### src/rtl/hazard_control_unit_pkg.sv
// Shared types and constants for the hazard control unit and its forwarding sub-module.
// Optional statistics counters are controlled by HAZARD_STATS_EN (see hazard_control_unit).
package hazard_pkg;

    typedef enum logic [1:0] {
        FWD_REG = 2'd0,
        FWD_WB  = 2'd1,
        FWD_MEM = 2'd2
    } fwd_sel_t;

    typedef enum logic {
        RUN   = 1'b0,
        STALL = 1'b1
    } hzd_state_t;

    localparam logic [4:0] ZERO_REG = 5'd0;

    function automatic logic [1:0] max_need(input logic [1:0] a, input logic [1:0] b);
        return (a > b) ? a : b;
    endfunction

endpackage

### src/rtl/hazard_control_unit_if.sv
// Pipeline-stage register addresses and controls seen by the hazard unit, plus its outputs.
interface hazard_control_unit_if #(
    parameter int ADDR_W = 5
);
    logic [ADDR_W-1:0] addressRsId;
    logic [ADDR_W-1:0] addressRtId;
    logic              usesRtId;
    logic              branchId;
    logic [ADDR_W-1:0] addressRsEx;
    logic [ADDR_W-1:0] addressRtEx;
    logic              regWriteEx;
    logic              memReadEx;
    logic [ADDR_W-1:0] regWriteRegisterEx;
    logic              regWriteMemInput;
    logic              memReadMemInput;
    logic [ADDR_W-1:0] regWriteRegisterMemInput;
    logic              regWriteWbInput;
    logic [ADDR_W-1:0] regWriteAddressWbInput;
    logic              hazard;
    logic              redirectEnableId;
    logic [1:0]        forwardingMux0Ex;
    logic [1:0]        forwardingMux1Ex;

    modport master (
        output addressRsId, addressRtId, usesRtId, branchId,
        output addressRsEx, addressRtEx, regWriteEx, memReadEx, regWriteRegisterEx,
        output regWriteMemInput, memReadMemInput, regWriteRegisterMemInput,
        output regWriteWbInput, regWriteAddressWbInput,
        input  hazard, redirectEnableId, forwardingMux0Ex, forwardingMux1Ex
    );

    modport slave (
        input  addressRsId, addressRtId, usesRtId, branchId,
        input  addressRsEx, addressRtEx, regWriteEx, memReadEx, regWriteRegisterEx,
        input  regWriteMemInput, memReadMemInput, regWriteRegisterMemInput,
        input  regWriteWbInput, regWriteAddressWbInput,
        output hazard, redirectEnableId, forwardingMux0Ex, forwardingMux1Ex
    );

endinterface

### src/rtl/hazard_control_unit_forwarding.sv
// Combinational EX-stage forwarding select generation for both ALU operands.
module forwarding_unit
    import hazard_pkg::*;
#(
    parameter int ADDR_W = 5
) (
    input  logic [ADDR_W-1:0] rs_ex,
    input  logic [ADDR_W-1:0] rt_ex,
    input  logic              mem_we,
    input  logic              mem_rd,
    input  logic [ADDR_W-1:0] mem_dst,
    input  logic              wb_we,
    input  logic [ADDR_W-1:0] wb_dst,
    output fwd_sel_t          sel_a,
    output fwd_sel_t          sel_b
);

    // A load in MEM has no ALU result worth forwarding; its consumer waits for WB.
    function automatic fwd_sel_t pick(
        input logic [ADDR_W-1:0] src,
        input logic              m_we,
        input logic              m_rd,
        input logic [ADDR_W-1:0] m_dst,
        input logic              w_we,
        input logic [ADDR_W-1:0] w_dst
    );
        if (m_we && !m_rd && m_dst != ADDR_W'(ZERO_REG) && m_dst == src)
            return FWD_MEM;
        if (w_we && w_dst != ADDR_W'(ZERO_REG) && w_dst == src)
            return FWD_WB;
        return FWD_REG;
    endfunction

    always_comb begin
        sel_a = pick(rs_ex, mem_we, mem_rd, mem_dst, wb_we, wb_dst);
        sel_b = pick(rt_ex, mem_we, mem_rd, mem_dst, wb_we, wb_dst);
    end

endmodule

### src/rtl/hazard_control_unit.sv
// Pipeline hazard controller: load-use / branch-in-ID stall sequencing and EX forwarding selects.
// Define HAZARD_STATS_EN to add stallCycles and loadUseEvents counter outputs.
module hazard_control_unit
    import hazard_pkg::*;
#(
    parameter int ADDR_W       = 5,
    parameter int BRANCH_IN_ID = 1
) (
    input  logic                 clk,
    input  logic                 reset,
    hazard_control_unit_if.slave hcu
`ifdef HAZARD_STATS_EN
    ,
    output logic [31:0]          stallCycles,
    output logic [31:0]          loadUseEvents
`endif
);

    localparam logic BRANCH_EN = (BRANCH_IN_ID != 0);

    hzd_state_t state_q, state_d;
    logic [1:0] stall_cnt_q, stall_cnt_d;

    logic       load_use;
    logic       br_ex;
    logic       br_mem;
    logic [1:0] need;
    logic       hazard_raw;
    logic       hazard_int;
    fwd_sel_t   sel_a, sel_b;

    forwarding_unit #(
        .ADDR_W (ADDR_W)
    ) u_fwd (
        .rs_ex   (hcu.addressRsEx),
        .rt_ex   (hcu.addressRtEx),
        .mem_we  (hcu.regWriteMemInput),
        .mem_rd  (hcu.memReadMemInput),
        .mem_dst (hcu.regWriteRegisterMemInput),
        .wb_we   (hcu.regWriteWbInput),
        .wb_dst  (hcu.regWriteAddressWbInput),
        .sel_a   (sel_a),
        .sel_b   (sel_b)
    );

    // Dependency checks against the instruction in ID; WB producers are covered by write-first RF.
    always_comb begin
        load_use = hcu.memReadEx
                && hcu.regWriteRegisterEx != ADDR_W'(ZERO_REG)
                && (hcu.regWriteRegisterEx == hcu.addressRsId
                    || (hcu.usesRtId && hcu.regWriteRegisterEx == hcu.addressRtId));
        br_ex    = BRANCH_EN && hcu.branchId && hcu.regWriteEx
                && hcu.regWriteRegisterEx != ADDR_W'(ZERO_REG)
                && (hcu.regWriteRegisterEx == hcu.addressRsId
                    || hcu.regWriteRegisterEx == hcu.addressRtId);
        br_mem   = BRANCH_EN && hcu.branchId && hcu.regWriteMemInput
                && hcu.regWriteRegisterMemInput != ADDR_W'(ZERO_REG)
                && (hcu.regWriteRegisterMemInput == hcu.addressRsId
                    || hcu.regWriteRegisterMemInput == hcu.addressRtId);
        need     = max_need(max_need(load_use ? 2'd1 : 2'd0, br_ex ? 2'd2 : 2'd0),
                            br_mem ? 2'd1 : 2'd0);
    end

    // A 1-cycle stall resolves itself by re-evaluation; only 2-cycle stalls enter STALL.
    always_comb begin
        state_d     = state_q;
        stall_cnt_d = stall_cnt_q;
        hazard_raw  = 1'b0;
        case (state_q)
            RUN: begin
                hazard_raw = (need != 2'd0);
                if (need == 2'd2) begin
                    state_d     = STALL;
                    stall_cnt_d = 2'd1;
                end
            end
            STALL: begin
                hazard_raw = 1'b1;
                if (stall_cnt_q != 2'd0)
                    stall_cnt_d = stall_cnt_q - 2'd1;
                if (stall_cnt_q <= 2'd1)
                    state_d = RUN;
            end
            default: begin
                state_d     = RUN;
                stall_cnt_d = '0;
            end
        endcase
    end

    always_ff @(posedge clk) begin
        if (reset) begin
            state_q     <= RUN;
            stall_cnt_q <= '0;
        end else begin
            state_q     <= state_d;
            stall_cnt_q <= stall_cnt_d;
        end
    end

    always_comb begin
        hazard_int           = !reset && hazard_raw;
        hcu.hazard           = hazard_int;
        hcu.redirectEnableId = !hazard_int;
        hcu.forwardingMux0Ex = reset ? FWD_REG : sel_a;
        hcu.forwardingMux1Ex = reset ? FWD_REG : sel_b;
    end

`ifdef HAZARD_STATS_EN
    logic [31:0] stall_cycles_q, stall_cycles_d;
    logic [31:0] load_use_events_q, load_use_events_d;

    always_comb begin
        stall_cycles_d    = stall_cycles_q + (hazard_int ? 32'd1 : 32'd0);
        load_use_events_d = load_use_events_q
                          + ((state_q == RUN && load_use) ? 32'd1 : 32'd0);
    end

    always_ff @(posedge clk) begin
        if (reset) begin
            stall_cycles_q    <= '0;
            load_use_events_q <= '0;
        end else begin
            stall_cycles_q    <= stall_cycles_d;
            load_use_events_q <= load_use_events_d;
        end
    end

    assign stallCycles   = stall_cycles_q;
    assign loadUseEvents = load_use_events_q;
`endif

endmodule

### src/flat_wrapper.sv
// flat-port wrapper written by rule: the top's interface ports become plain ports
module hazard_control_unit_flat import hazard_pkg::*;
#(
    parameter int ADDR_W       = 5,
    parameter int BRANCH_IN_ID = 1
)
  (clk, reset, hcu_addressRsId, hcu_addressRtId, hcu_usesRtId, hcu_branchId, hcu_addressRsEx, hcu_addressRtEx, hcu_regWriteEx, hcu_memReadEx, hcu_regWriteRegisterEx, hcu_regWriteMemInput, hcu_memReadMemInput, hcu_regWriteRegisterMemInput, hcu_regWriteWbInput, hcu_regWriteAddressWbInput, hcu_hazard, hcu_redirectEnableId, hcu_forwardingMux0Ex, hcu_forwardingMux1Ex);
  hazard_control_unit_if #(.ADDR_W(ADDR_W)) hcu_i ();
  input  logic clk;
  input  logic reset;
  input wire logic [$bits(hcu_i.addressRsId)-1:0] hcu_addressRsId;
  input wire logic [$bits(hcu_i.addressRtId)-1:0] hcu_addressRtId;
  input wire logic [$bits(hcu_i.usesRtId)-1:0] hcu_usesRtId;
  input wire logic [$bits(hcu_i.branchId)-1:0] hcu_branchId;
  input wire logic [$bits(hcu_i.addressRsEx)-1:0] hcu_addressRsEx;
  input wire logic [$bits(hcu_i.addressRtEx)-1:0] hcu_addressRtEx;
  input wire logic [$bits(hcu_i.regWriteEx)-1:0] hcu_regWriteEx;
  input wire logic [$bits(hcu_i.memReadEx)-1:0] hcu_memReadEx;
  input wire logic [$bits(hcu_i.regWriteRegisterEx)-1:0] hcu_regWriteRegisterEx;
  input wire logic [$bits(hcu_i.regWriteMemInput)-1:0] hcu_regWriteMemInput;
  input wire logic [$bits(hcu_i.memReadMemInput)-1:0] hcu_memReadMemInput;
  input wire logic [$bits(hcu_i.regWriteRegisterMemInput)-1:0] hcu_regWriteRegisterMemInput;
  input wire logic [$bits(hcu_i.regWriteWbInput)-1:0] hcu_regWriteWbInput;
  input wire logic [$bits(hcu_i.regWriteAddressWbInput)-1:0] hcu_regWriteAddressWbInput;
  output wire logic [$bits(hcu_i.hazard)-1:0] hcu_hazard;
  output wire logic [$bits(hcu_i.redirectEnableId)-1:0] hcu_redirectEnableId;
  output wire logic [$bits(hcu_i.forwardingMux0Ex)-1:0] hcu_forwardingMux0Ex;
  output wire logic [$bits(hcu_i.forwardingMux1Ex)-1:0] hcu_forwardingMux1Ex;
  assign hcu_i.addressRsId = hcu_addressRsId;
  assign hcu_i.addressRtId = hcu_addressRtId;
  assign hcu_i.usesRtId = hcu_usesRtId;
  assign hcu_i.branchId = hcu_branchId;
  assign hcu_i.addressRsEx = hcu_addressRsEx;
  assign hcu_i.addressRtEx = hcu_addressRtEx;
  assign hcu_i.regWriteEx = hcu_regWriteEx;
  assign hcu_i.memReadEx = hcu_memReadEx;
  assign hcu_i.regWriteRegisterEx = hcu_regWriteRegisterEx;
  assign hcu_i.regWriteMemInput = hcu_regWriteMemInput;
  assign hcu_i.memReadMemInput = hcu_memReadMemInput;
  assign hcu_i.regWriteRegisterMemInput = hcu_regWriteRegisterMemInput;
  assign hcu_i.regWriteWbInput = hcu_regWriteWbInput;
  assign hcu_i.regWriteAddressWbInput = hcu_regWriteAddressWbInput;
  assign hcu_hazard = hcu_i.hazard;
  assign hcu_redirectEnableId = hcu_i.redirectEnableId;
  assign hcu_forwardingMux0Ex = hcu_i.forwardingMux0Ex;
  assign hcu_forwardingMux1Ex = hcu_i.forwardingMux1Ex;
  hazard_control_unit #(.ADDR_W(ADDR_W), .BRANCH_IN_ID(BRANCH_IN_ID)) u_core (.clk(clk), .reset(reset), .hcu(hcu_i));
endmodule
### config.mk
export PLATFORM = sky130hd
export DESIGN_NAME = hazard_control_unit_flat
export DESIGN_NICKNAME = d
export VERILOG_FILES = /design/src/rtl/hazard_control_unit_pkg.sv /design/src/rtl/hazard_control_unit_if.sv /design/src/rtl/hazard_control_unit_forwarding.sv /design/src/rtl/hazard_control_unit.sv /design/src/flat_wrapper.sv
export SDC_FILE = /design/constraint.sdc
export NUM_CORES = 1
export LEC_CHECK = 0
export CAP_MARGIN = 20
export CELL_PAD_IN_SITES_DETAIL_PLACEMENT = 1
export CELL_PAD_IN_SITES_GLOBAL_PLACEMENT = 1
export CORE_UTILIZATION = 23
export CTS_CLUSTER_SIZE = 16
export DETAILED_ROUTE_END_ITERATION = 7
export GPL_TIMING_DRIVEN = 0
export PLACE_DENSITY = 0.76
export SETUP_SLACK_MARGIN = 0.15
export SLEW_MARGIN = 10
export SYNTH_ARGS = -nofsm -noshare
export SYNTH_HDL_FRONTEND = slang
export SYNTH_SLANG_ARGS = --single-unit
export TNS_END_PERCENT = 50
### constraint.sdc
create_clock -name clk -period 3.9 [get_ports clk]
set_input_delay 1.17 -clock clk [delete_from_list [all_inputs] [get_ports clk]]
set_output_delay 1.17 -clock clk [all_outputs]
set_load 0.02 [all_outputs]
==> impl_metrics.toml, run 1 <==
[timing]
hold_ws_ns = 0.544
worstMarginPinSlew_ns = 0.374
fin_crit_ns = 4.33
fin_ws_ns = -0.430
finalCritPeriodShare_pct = 111
maxSlewHeadroom_pct = 74.9
finalSetupTns_ns = -0.830
fmax_ghz = 0.231
setup_viol = 2
skew_ns = 0.00588
hold_viol = 0
drv_slew = 0
rsz0062_at_grt = "true"

[die]
placementRows = 21
die_h_microns = 62.5
core_sq_mm = 0.00342
die_width_microns = 62.5
ioPinCount = 50
dieArea_sq_mm = 0.00391
start_util_pct = 24.7

[clocking]
root_buffer = "clkbuf_4"
clock_sinks = 3
clk_pin_slew_worst_paths_ns = 0.04
clkLatencyLatePin_ns = 0.25
cts_tree = "built"
htreeDepth = 1
cts_made_buffers = 3
cts_max_path_buffers = 2

[status]
violations = "negative setup slack"
status = "finished with violations"

[yosys]
ys_ff_latch = 3
avgSynthCellArea_sq_um = 7.73
synth-edff-count = 0
syn-instance-count = 109
synth_cell_types = 32
syn_area_sq_um = 842
yosysWarnings = 0
synthFlopType = "dfxtp_1"
synth_nets = 156
ys_seq_area_share_pct = 7.13
async_flop_share_pct = 0

[setup_path]
crit_arrival_ns = 3.16
cp_cell_sequence = "buf_8 -> or4_4 -> o21ai_4 -> nor3b_2 -> ha_1 -> o21ai_1 -> or3_4 -> a41oi_4 -> buf_6"
cpMaxStageDelayCell = "or4_4"
reg2reg_slack_ns = 2.60
r2r-end = "u_core.stall_cnt_q[1]"
r2r_start = "u_core.stall_cnt_q[0]"
path_max_fanout = 2
crit_type = "in -> out"
cp-start-kind = "input pin"
slowest_delay_ns = 0.55
endpoint_kind = "primary output"
reg2regPathDepth = 4
required_ns = 2.73
crit_buf_inv = 2
cpLargestDelayFamily = "simple AND/OR/NAND/NOR gates"

[place]
port_buffers = 44
dp.cells = 199
gp_congestion = 0.819
hpwl_microns = 2690
post-place-ws_ns = -1.16

[drt]
first_iter_violations = 15
drc = 0
post_drt_via_cell_ratio = 4.68
drt-total-wl_microns = 3220
vias = 1002
dr.pass1.iters = 4
wire_per_inst_microns = 15.0
antenna_left = 0

[grt]
grt_max_degree = 9
grt_pass1_vias = 1136
grt_pass1_wl_microns = 5130
track_usage_pct = 16.8
antenna_found_initial = 0
grt-ovfl-total = 0

[cells_and_area]
layout.nets = 216
antenna_cells = 0
drive_gt1_share_pct = 28.0
syn_to_final_growth_pct = 79.3
finalNonFillerCells = 214

[pwr]
p_leak_nw = 0.625
ir_worst_vdd_mv = 0.0403
power_uw = 220
p_per_area_mw_per_mm2 = 145

[worst_hold_path]
worstHoldStart = "u_core.stall_cnt_q[1]"
hold_class = "reg -> reg"
min_to = "u_core.stall_cnt_q[1]"
holdPathStages = 2

[run]
cap_violations = 0
## repair_timing
action	4_1_cts	5_1_grt
setup endpoints to repair	6	6
hold buffers	0	0
resized for setup	59	26
pin swaps	11	5
buffers inserted	9	2
## synthesized netlist by cell type (2+ instances only)
library cell | count | area [sq um]
xor2_1 | 30 | 263
xnor2_1 | 10 | 87.6
nor2_1 | 6 | 22.5
nor3_1 | 6 | 30.0
nand2_1 | 5 | 18.8
nand3_1 | 5 | 25.0
buf_2 | 4 | 20.0
dfxtp_1 | 3 | 60.1
ha_1 | 3 | 37.5
inv_1 | 3 | 11.3
nor2b_1 | 3 | 18.8
o21ai_0 | 3 | 15.0
or4_1 | 3 | 22.5
a22oi_1 | 2 | 15.0
and3_1 | 2 | 12.5
nor4_1 | 2 | 12.5
nor4_2 | 2 | 25.0
o211ai_1 | 2 | 15.0
or3_1 | 2 | 12.5
## how the worst max path moves through the flow
stage                                    start              endpoint  cells past startpoint
6_report       hcu_regWriteRegisterMemInput[1]            hcu_hazard                      9
5_1_grt                     hcu_addressRtId[2]  hcu_redirectEnableId                     10
4_1_cts        hcu_regWriteRegisterMemInput[0]  hcu_redirectEnableId                      9
3_5_place_dp         hcu_regWriteRegisterEx[0]            hcu_hazard                     10
3_3_place_gp         hcu_regWriteRegisterEx[3]            hcu_hazard                     10
2_1_floorplan  hcu_regWriteRegisterMemInput[1]  hcu_redirectEnableId                      8
## routing by layer
metal  wire (microns)  GRT usage (%)  vias up
met1             1230           17.6      461
li1                 -              -      499
met5                0              0        -
met4               80           9.01        0
met3              120           1.46       10
met2             1790           32.5       32
## cell type report
type	instances	area, sq um
multi-input cells	98	832
inverters	3	11.3
plain buffers	5	47.5
clock buffers	4	26.3
fillers	435	1910
well taps	46	57.6
repair buffers	55	475
flip-flops and latches	3	60.1
## cells by family after synthesis
logic type	synth area share [%]
compound gates	13.1
xor+xnor	41.6
fa+ha+maj	4.46
buf+inv	5.05
flops	7.13
simple gates	28.7
## worst reg2reg max path, stage by stage, from the launching register on
cell	delay, ns
dfxtp_1	0.36
inv_1	0.09
ha_1	0.24
or3_1	0.36
a31oi_1	0.19
## layout by cell type (no fill, tap or decap), drive strengths merged
cell type and instances:
nor4 4, xor2 30, ha 3, or3 2, or2 1, dlymetal6s2s 3
inv 3, nor2b 3, clkdlybuf4s50 10, nor2 6, xnor2 10, o211ai 2
and2 1, clkdlybuf4s15 4, nand3 5, and3 2, a41oi 1, a311oi 1
o21ai 5, a22oi 2, a41o 1, buf 22, nand2 5, dfxtp 3
nor3b 1, or4 4, dlygate4sd2 16, nor3 7, a31oi 1, o21ba 1
clkbuf 9
## stage by stage
stage / area [sq um] / utilization [%]
5_1_grt: 1510 / 44.2
6_report: 1510 / 44.2
3_3_place_gp: 1390 / 40.7
3_5_place_dp: 1390 / 40.7
4_1_cts: 1480 / 43.4
2_1_floorplan: 892 / -
## state kept, by name, summed over array words and instances, names as in the netlist
| name | flops |
|---|---|
| u_core.stall_cnt_q | 2 |
| u_core.state_q | 1 |
## report_power, final
part | total [mW] | internal [mW] | leakage, nW | switching, mW
sequential | 0.0318 | 0.0313 | 0.0242 | 0.000480
clock | 0.0585 | 0.0386 | 0.0150 | 0.0199
combinational | 0.129 | 0.0679 | 0.585 | 0.0614
total | 0.220 | 0.138 | 0.625 | 0.0818
Note: power is estimated with default switching activity, not from simulation.
==> run 2: changes to the inputs <==
Settings changed: PLACE_DENSITY 0.76 to not set, PLACE_DENSITY_LB_ADDON set to 0.12.
==> run 2 against run 1 <==
The flow still finishes with violations (negative setup slack). Register-to-register slack hardly changed. Via count is 0.60% lower. Combinational power hardly changed. Hold slack worse by 0.0089 ns. Clock skew is 0.0042 ns lower. Die area stayed put. Flip-flop and latch count stayed put. Critical path depth stayed put. Highest routed layer is now met3.
==> impl_metrics.toml, run 2 (same netlist as run 1, synthesis figures left out) <==
[status]
status = "finished with violations"
violations = "negative setup slack"

[timing]
fin_ws_ns = -0.459
fin_crit_ns = 4.36
finalCritPeriodShare_pct = 112
setup_viol = 2
fmax_ghz = 0.229
worstMarginPinSlew_ns = 0.388
hold_viol = 0
rsz0062_at_grt = "true"
skew_ns = 0.00172
hold_ws_ns = 0.535
drv_slew = 0
maxSlewHeadroom_pct = 74.1

[setup_path]
required_ns = 2.73
crit_type = "in -> out"
cp_cell_sequence = "buf_8 -> or4_4 -> o21ai_4 -> nor3b_2 -> ha_1 -> o21ai_1 -> or3_4 -> a41oi_4 -> buf_6"
cpMaxStageDelayCell = "or4_4"
path_max_fanout = 2
reg2regPathDepth = 4
cp-start-kind = "input pin"
endpoint_kind = "primary output"
r2r_start = "u_core.stall_cnt_q[0]"
crit_buf_inv = 2
r2r-end = "u_core.stall_cnt_q[1]"
cpLargestDelayFamily = "simple AND/OR/NAND/NOR gates"
slowest_delay_ns = 0.54
reg2reg_slack_ns = 2.61
crit_arrival_ns = 3.19

[grt]
grt-ovfl-total = 0
grt_pass1_vias = 1089
track_usage_pct = 16.0
grt_pass1_wl_microns = 5110
antenna_found_initial = 0
grt_max_degree = 9

[drt]
antenna_left = 0
post_drt_via_cell_ratio = 4.68
drc = 0
first_iter_violations = 18
dr.pass1.iters = 2
drt-total-wl_microns = 3020
wire_per_inst_microns = 14.2
vias = 996

[die]
dieArea_sq_mm = 0.00391
placementRows = 21
start_util_pct = 24.7
die_width_microns = 62.5
ioPinCount = 50
die_h_microns = 62.5
core_sq_mm = 0.00342

[clocking]
htreeDepth = 1
clock_sinks = 3
clk_pin_slew_worst_paths_ns = 0.04
clkLatencyLatePin_ns = 0.24
root_buffer = "clkbuf_4"
cts_made_buffers = 3
cts_max_path_buffers = 2
cts_tree = "built"

[cells_and_area]
syn_to_final_growth_pct = 78.5
top_regs = "u_core.stall_cnt_q x2, u_core.state_q x1"
final_cell_area_sq_mm = 0.00150
final_cell_mix = "30 x xor2_1, 19 x dlygate4sd2_1, 13 x clkdlybuf4s50_1, 11 x buf_4, 10 x xnor2_1"
nFillCells = 429
antenna_cells = 0
largest_register_ffs = 2
regMostFlops = "u_core.stall_cnt_q"
final_common_cell = "xor2_1"
drive_gt1_share_pct = 25.7
layout.nets = 215

[worst_hold_path]
hold_class = "reg -> reg"
worstHoldStart = "u_core.stall_cnt_q[1]"
holdPathStages = 2
min_to = "u_core.stall_cnt_q[1]"

[pwr]
p_per_area_mw_per_mm2 = 143
ir_worst_vdd_mv = 0.0460
power_uw = 215
p_leak_nw = 0.590

[place]
port_buffers = 44
placed_area_sq_mm = 0.00139
gp_congestion = 0.739
hpwl_microns = 2540

[run]
cap_violations = 0
run 2: cell types whose count changed in the layout (fill, tap and decap cells not counted):
cell	delta
buf_2	-1
buf_4	-4
buf_6	+2
clkbuf_2	-1
clkdlybuf4s50_1	+3
dlygate4sd2_1	+3
dlymetal6s2s_1	-3
nor4_2	+1
nor4_4	-1
run 2: power by group:
part,internal (mW),total [mW],leakage (nW),switching (mW)
Clock,0.0384,0.0561,0.0150,0.0177
Combinational,0.0683,0.127,0.551,0.0590
Sequential,0.0313,0.0318,0.0242,0.000469
Total,0.138,0.215,0.590,0.0772
run 2: cell type report:
type	instances	area [sq um]	share of cell area (%)
plain buffers	5	51.3	3.41
clock buffers	4	26.3	1.75
inverters	3	11.3	0.749
multi-input cells	98	823	54.8
flip-flops and latches	3	60.1	4.00
well taps	46	57.6	3.83
repair buffers	54	473	31.5
run 2: worst max path at each step:
stage / from / to / slack [ns] / cells after the start
finish: hcu_regWriteRegisterMemInput[1] / hcu_hazard / -0.46 / 9
global route: hcu_addressRsId[4] / hcu_hazard / -0.54 / 10
CTS: hcu_regWriteRegisterMemInput[1] / hcu_redirectEnableId / -0.43 / 9
detailed placement: hcu_addressRsId[2] / hcu_hazard / -1.17 / 10
global placement: hcu_regWriteRegisterEx[0] / hcu_hazard / -1.10 / 10
floorplan: hcu_regWriteRegisterMemInput[1] / hcu_redirectEnableId / -0.24 / 8
run 2: stage by stage:
step | setup TNS [ns] | setup WS, ns | utilization (%) | cells
after floorplan | -0.439 | -0.235 | - | 109
after global placement | -4.30 | -1.10 | 40.7 | 199
after detailed placement | -4.39 | -1.17 | 40.7 | 199
after CTS | -1.66 | -0.432 | 42.5 | 207
after global routing | -1.08 | -0.543 | 44.0 | 213
final | -0.892 | -0.459 | 44.0 | 213
run 2: worst reg2reg max path: stages (launching register included):
cell and delay (ns):
dfxtp_1 0.36, inv_1 0.09, ha_1 0.24, or3_1 0.36
a31oi_1 0.17
run 2: repair_timing:
action	in CTS	in global routing
resized for setup	54	20
hold buffers	0	0
setup endpoints to repair	6	6
buffers inserted	4	6
pin swaps	12	8
cloned	0	0
run 2: metal layers:
layer | vias up | track usage (%) | share of wire (%)
li1 | 499 | - | -
met1 | 469 | 19.0 | 43
met2 | 28 | 30.7 | 53
met3 | 0 | 3.10 | 3.9
met4 | 0 | 0.872 | 0
met5 | - | 0 | 0
